[config.mk]
export PLATFORM = sky130hd
export DESIGN_NAME = sequential_divider_8bit
export DESIGN_NICKNAME = d
export VERILOG_FILES = /design/src/rtl/sequential_divider_8bit.sv
export SDC_FILE = /design/constraint.sdc
export NUM_CORES = 1
export LEC_CHECK = 0
export CAP_MARGIN = 20
export CORE_AREA = 2 2 63 65
export DETAILED_ROUTE_END_ITERATION = 10
export DIE_AREA = 0 0 65 67
export PLACE_DENSITY = 0.85
export SETUP_SLACK_MARGIN = 0.15
export SYNTH_ARGS = -nofsm -noshare
export SYNTH_HDL_FRONTEND = slang
export SYNTH_SLANG_ARGS = --single-unit
[constraint.sdc]
create_clock -name Clk -period 2.2 [get_ports Clk]
set_input_delay 0.22 -clock Clk [delete_from_list [all_inputs] [get_ports Clk]]
set_output_delay 0.22 -clock Clk [all_outputs]
set_load 0.005 [all_outputs]
[src/rtl/sequential_divider_8bit.sv]
// -----------------------------------------------------------------------------
// sequential_divider_8bit
// Unsigned WIDTH-by-WIDTH restoring divider, one quotient bit per clock.
// The dividend is loaded into B with ClearA_LoadB, and the divisor is taken
// from S when Run starts a division. When the division finishes, B holds the
// quotient and A holds the remainder.
//
// Ports:
//   Clk           in   system clock
//   Reset         in   synchronous, active-low reset
//   Run           in   active-low button; starts a division from IDLE
//   ClearA_LoadB  in   active-low button; clears A and loads S into B (IDLE only)
//   S             in   [WIDTH-1:0] switches: dividend on load, divisor on Run
//   Aval          out  [WIDTH-1:0] register A (partial remainder / remainder)
//   Bval          out  [WIDTH-1:0] register B (dividend / quotient)
//   Busy          out  high while iterations are in progress
//   Done          out  sticky; set when a division completes
//   DivZero       out  sticky; set when the divisor latched at start was zero
// -----------------------------------------------------------------------------
module sequential_divider_8bit #(
  parameter int WIDTH = 8,
  parameter int CNT_W = 3
) (
  input  logic             Clk,
  input  logic             Reset,
  input  logic             Run,
  input  logic             ClearA_LoadB,
  input  logic [WIDTH-1:0] S,
  output logic [WIDTH-1:0] Aval,
  output logic [WIDTH-1:0] Bval,
  output logic             Busy,
  output logic             Done,
  output logic             DivZero
);

  typedef enum logic [1:0] {
    ST_IDLE = 2'd0,
    ST_DIV  = 2'd1,
    ST_HOLD = 2'd2
  } state_t;

  state_t           state_q, state_d;
  logic [WIDTH-1:0] a_q, a_d;
  logic [WIDTH-1:0] b_q, b_d;
  logic [WIDTH-1:0] d_q, d_d;
  logic [CNT_W-1:0] cnt_q, cnt_d;
  logic             busy_q, busy_d;
  logic             done_q, done_d;
  logic             divzero_q, divzero_d;

  // Shifted partial remainder. It needs WIDTH+1 bits because A can be as
  // large as 2^WIDTH-2, so 2A+1 does not fit in WIDTH bits.
  logic [WIDTH:0]   p_s;
  logic             ge_s;
  logic [WIDTH-1:0] a_sub_s;

  // Datapath for one restoring-division step.
  always_comb begin
    p_s     = {a_q, b_q[WIDTH-1]};
    ge_s    = (p_s >= {1'b0, d_q});
    // Only the low WIDTH bits of the difference are kept. When ge_s is set
    // the true difference is below D, so the truncation loses nothing.
    a_sub_s = p_s[WIDTH-1:0] - d_q;
  end

  // Next-state and next-register values for the control FSM.
  always_comb begin
    state_d   = state_q;
    a_d       = a_q;
    b_d       = b_q;
    d_d       = d_q;
    cnt_d     = cnt_q;
    busy_d    = busy_q;
    done_d    = done_q;
    divzero_d = divzero_q;

    case (state_q)
      ST_IDLE: begin
        // Load takes priority over Run on the same edge.
        if (!ClearA_LoadB) begin
          a_d       = {WIDTH{1'b0}};
          b_d       = S;
          done_d    = 1'b0;
          divzero_d = 1'b0;
        end else if (!Run) begin
          // B is kept, so a repeated Run divides the previous quotient.
          d_d       = S;
          a_d       = {WIDTH{1'b0}};
          divzero_d = (S == {WIDTH{1'b0}});
          done_d    = 1'b0;
          cnt_d     = {CNT_W{1'b0}};
          busy_d    = 1'b1;
          state_d   = ST_DIV;
        end else begin
          state_d = ST_IDLE;
        end
      end

      ST_DIV: begin
        // A zero divisor needs no special case: every step subtracts zero,
        // which gives an all-ones quotient and the dividend as remainder.
        if (ge_s) begin
          a_d = a_sub_s;
        end else begin
          a_d = p_s[WIDTH-1:0];
        end
        b_d   = {b_q[WIDTH-2:0], ge_s};
        cnt_d = cnt_q + {{(CNT_W-1){1'b0}}, 1'b1};
        if (cnt_q == CNT_W'(WIDTH - 1)) begin
          busy_d  = 1'b0;
          done_d  = 1'b1;
          state_d = ST_HOLD;
        end else begin
          state_d = ST_DIV;
        end
      end

      ST_HOLD: begin
        // Wait for Run to be released, so a long press runs only one division.
        if (Run) begin
          state_d = ST_IDLE;
        end else begin
          state_d = ST_HOLD;
        end
      end

      default: begin
        busy_d  = 1'b0;
        state_d = ST_IDLE;
      end
    endcase
  end

  // State and datapath registers, with synchronous active-low reset.
  always_ff @(posedge Clk) begin
    if (!Reset) begin
      state_q   <= ST_IDLE;
      a_q       <= {WIDTH{1'b0}};
      b_q       <= {WIDTH{1'b0}};
      d_q       <= {WIDTH{1'b0}};
      cnt_q     <= {CNT_W{1'b0}};
      busy_q    <= 1'b0;
      done_q    <= 1'b0;
      divzero_q <= 1'b0;
    end else begin
      state_q   <= state_d;
      a_q       <= a_d;
      b_q       <= b_d;
      d_q       <= d_d;
      cnt_q     <= cnt_d;
      busy_q    <= busy_d;
      done_q    <= done_d;
      divzero_q <= divzero_d;
    end
  end

  assign Aval    = a_q;
  assign Bval    = b_q;
  assign Busy    = busy_q;
  assign Done    = done_q;
  assign DivZero = divzero_q;

endmodule
==> results.txt <==
The run finished with clean final reports. The data required time of the worst path came out at 2420 ps. The aggregate routed wire length is 4401 um. The post-cts gate resize count is 0. The minimum clock period after layout is 1990 ps.

The maximum count of clock buffers along a single path is 2. The count of final setup violators came out at 0. Global routing used 21.45% of the available tracks across all layers. The mean number of vias per cell came out at 5.546. The proportion of power drawn by flip-flops and latches came out at 41.0%.

The total number of nets in the final design is 269. The buffer cell driving the clock tree root is sky130_fd_sc_hd__clkbuf_8. The number of levels the H-tree was split into is 2. The fraction of power spent switching nets came out at between 30% and 40%. The synthesized design contains 32 register bits. The clock insertion delay at the later pin of the skew report came out at roughly 300 ps. The netlist area before placement is between 1500 and 2000 um^2.

The post-route clock skew is 11.02 ps. Sorting the synthesized cells by area gives the leading types as sky130_fd_sc_hd__dfxtp_1, sky130_fd_sc_hd__nand2_1, sky130_fd_sc_hd__ha_1. After technology mapping, the gate count stands at about 210. The core region is 3606 um^2. The number of iterations in the first detailed-routing pass is 4. sky130_fd_sc_hd__dfxtp_1 takes more of the synthesized area than any other cell.

The proportion of layout cells with a drive suffix above 1 came out at 13.36%. VDD sags by at most around 480 uV. The signed area change from the synthesized netlist to the final layout is 26.74%.

The switching power came out at 0.4792 mW. Walking the worst path, the cells encountered are inv_1 -> ha_1 -> o21ai_0 -> a21oi_2 -> or4_1 -> and4_1 -> o31ai_2. The tightest min-delay check is of the reg2reg type. The number of max-slew violations in the final report is 0. The master of the slowest instance on the critical path is sky130_fd_sc_hd__or4_1. The remaining number of nets flagged by the antenna check after routing is 0.

The normalized max-slew margin came out at 61.45%. The total number of placement rows is 22. The sequential cell area fraction in the yosys report is 34.66%.

Ranked by instance count, the synthesized netlist is headed by sky130_fd_sc_hd__nand2_1, sky130_fd_sc_hd__dfxtp_1, sky130_fd_sc_hd__inv_1, sky130_fd_sc_hd__mux2i_1, sky130_fd_sc_hd__a21boi_0. Counting flops with an async set or reset pin after synthesis yields a share of 0%. The stage delay of the slowest cell on the critical path came out at 400 ps. The maximum number of pins on one net before global-route repair came out at 16.

The cell area after layout came out at 2342 um^2. The data arrival time of the critical path is 2210 ps. Setup repair after global routing left no endpoint under its margin. STA classifies the critical path endpoint as a flop.

Static timing analysis puts the maximum clock frequency at 502.6 MHz. The antenna diode instance count came out at 0. The count of buffers inserted at the top-level ports came out at 30. TritonCTS built the clock tree. The actual slew at the worst max-slew pin came out at ~580 ps.

The clock-pin slew of the registers on the worst-case setup and hold paths is 70 ps. The initial utilization of the core area, before any placement, comes to 51.25%. After filler insertion, the fill cell instance count of the layout stands at 316. The flip-flop and latch area is 645.6 um^2. The number of antenna violations at the first check in global routing is 0. The worst path uses 90.44% of the clock period. The quantity of hold-fixing buffers added after cts came out at 0.

The final hold violation count is 0. The area used by multi-input combinational logic is 1154 um^2. The power density of the placed cells is roughly 670 nW/um^2. The global placer's final weighted congestion came out at 0.8986.

The peak fanout along the critical path came out at 5. The vertical die dimension came out at 67 um. The overall overflow remaining after global route is 0. By instance count, the leading cell after synthesis is sky130_fd_sc_hd__nand2_1. Yosys printed 0 warnings. The proportion of power drawn by the clock network came out at 31.0%. The number of DRC violations after detailed routing is 0. The CTS buffer count came out at 5. The number of clock sinks is 32. The sum of negative setup slack is 0 ps. The floorplan step defined a die boundary enclosing 4355 um^2. The detailed-route wire length per cell is roughly 15 um. The area share of the leading cell type in the synthesized netlist is 34.66%. Once placement finished, the instance area stood at 2197 um^2. The path type of the worst setup path is reg2reg. The violation count after the first detailed-route iteration is 98. Among all flip-flop cells after synthesis, the most frequent one is sky130_fd_sc_hd__dfxtp_1.

The tool flagged a number of max-cap violations equal to 0. The width of the chip is 65 um. The detailed placer's ending HPWL came out at 3001 um.

The portion of total power attributed to combinational logic is between 20 and 30%. The first global-routing pass estimated 6989 um of wire. After clock tree synthesis, the setup repair step added 0 buffers.

The post-synthesis area per instance came out at between 8 and 9 um^2. The count of boundary I/O pins is 31. STA classifies the critical path startpoint as a flop.

The cell count after placement is 287. For this run, the number of standard cells in the final layout without fillers is 295. The via count of the first global-routing pass came out at 1501.

The internal power came out at 1.079 mW. The leakage power came out at between 0.9 and 1 nW. The routed layout has 1636 vias. The number of nets handed over by synthesis was approximately 240. The number of flops mapped to enable cells by yosys came out at 0. The count of cell types in the netlist is 45.
## worst max-delay path: cells and delay by family (launching register included)
family | cells | cell delay (ps)
compound gates | 3 | 600
fa+ha+maj | 1 | 340
buf+inv | 1 | 50
flops | 1 | 330
simple gates | 2 | 590
## cells by family (layout without fill, tap and decap cells)
group                    after synthesis  after routing  share of synthesized area [%]
AND/OR/NAND/NOR                       77             77                          20.11
AO/OA/AOI/OAI                         53             53                          22.27
flip-flops                            32             32                          34.66
buffers and inverters                 23             56                          5.484
multiplexers                          14             14                          7.719
adder cells (fa/ha/maj)               11             11                          7.854
XOR/XNOR                               4              4                          1.896
## power by group through the flow
stage / Combinational, mW / Clock (mW) / Sequential, mW
6_report: 0.437 / 0.482 / 0.639
3_3_place_gp: 0.385 / 0 / 0.650
4_1_cts: 0.402 / 0.486 / 0.638
2_1_floorplan: 0.278 / 0 / 0.645
5_1_grt: 0.473 / 0.510 / 0.644
3_5_place_dp: 0.395 / 0 / 0.650
## path summary, 6_finish.rpt
check,start,to,slack (ps),depth (start not counted)
worst min-delay path,d_q[2],d_q[2],460,2
worst max-delay path,d_q[3],Aval[6],210,7
worst min register to register,d_q[2],d_q[2],460,2
worst max register to register,d_q[3],Aval[6],210,7
## stage by stage
stage                     hold WS (ps)  power, mW  setup slack (ps)  utilization, %
final                            463.6      1.558             210.3           64.95
after global routing             492.5      1.626             113.8           64.95
after CTS                        465.7      1.526             185.2           63.50
after detailed placement         456.3      1.045             202.9           60.93
after global placement           449.3      1.035             220.8           60.93
after floorplan                  364.9     0.9235             399.5               -
## layout make-up
type                    instances  area share, %
clock buffers                   6          3.526
clock inverters                 2         0.4273
inverters                      12          1.923
multi-input cells             159          49.25
flip-flops and latches         32          27.56
well taps                      48          2.564
repair buffers                 36          14.74
## state kept, by name, indices dropped and copies added, names as in the netlist
name	flops
d_q	8
Busy	1
Bval	8
state_q	2
cnt_q	3
Done	1
DivZero	1
Aval	8
## cell usage in the layout (no fill, tap or decap), drive strengths merged, types with 5 or more instances in the layout
cell type | netlist | final
nand2 | 35 | 35
nor2 | 9 | 9
inv | 12 | 12
o211a | 8 | 8
dfxtp | 32 | 32
o21ai | 12 | 12
clkdlybuf4s50 | 0 | 30
nand2b | 5 | 5
ha | 10 | 10
a21oi | 5 | 5
clkbuf | 6 | 6
a21boi | 11 | 11
mux2i | 12 | 12
buf | 5 | 6
nor2b | 9 | 9
## metal layers
metal,wire length [um],track usage [%]
met2,2137,35.31
met5,0,0
met4,69,9.574
met3,236,4.561
met1,1958,26.89
Note: power is estimated with default switching activity, not from simulation.
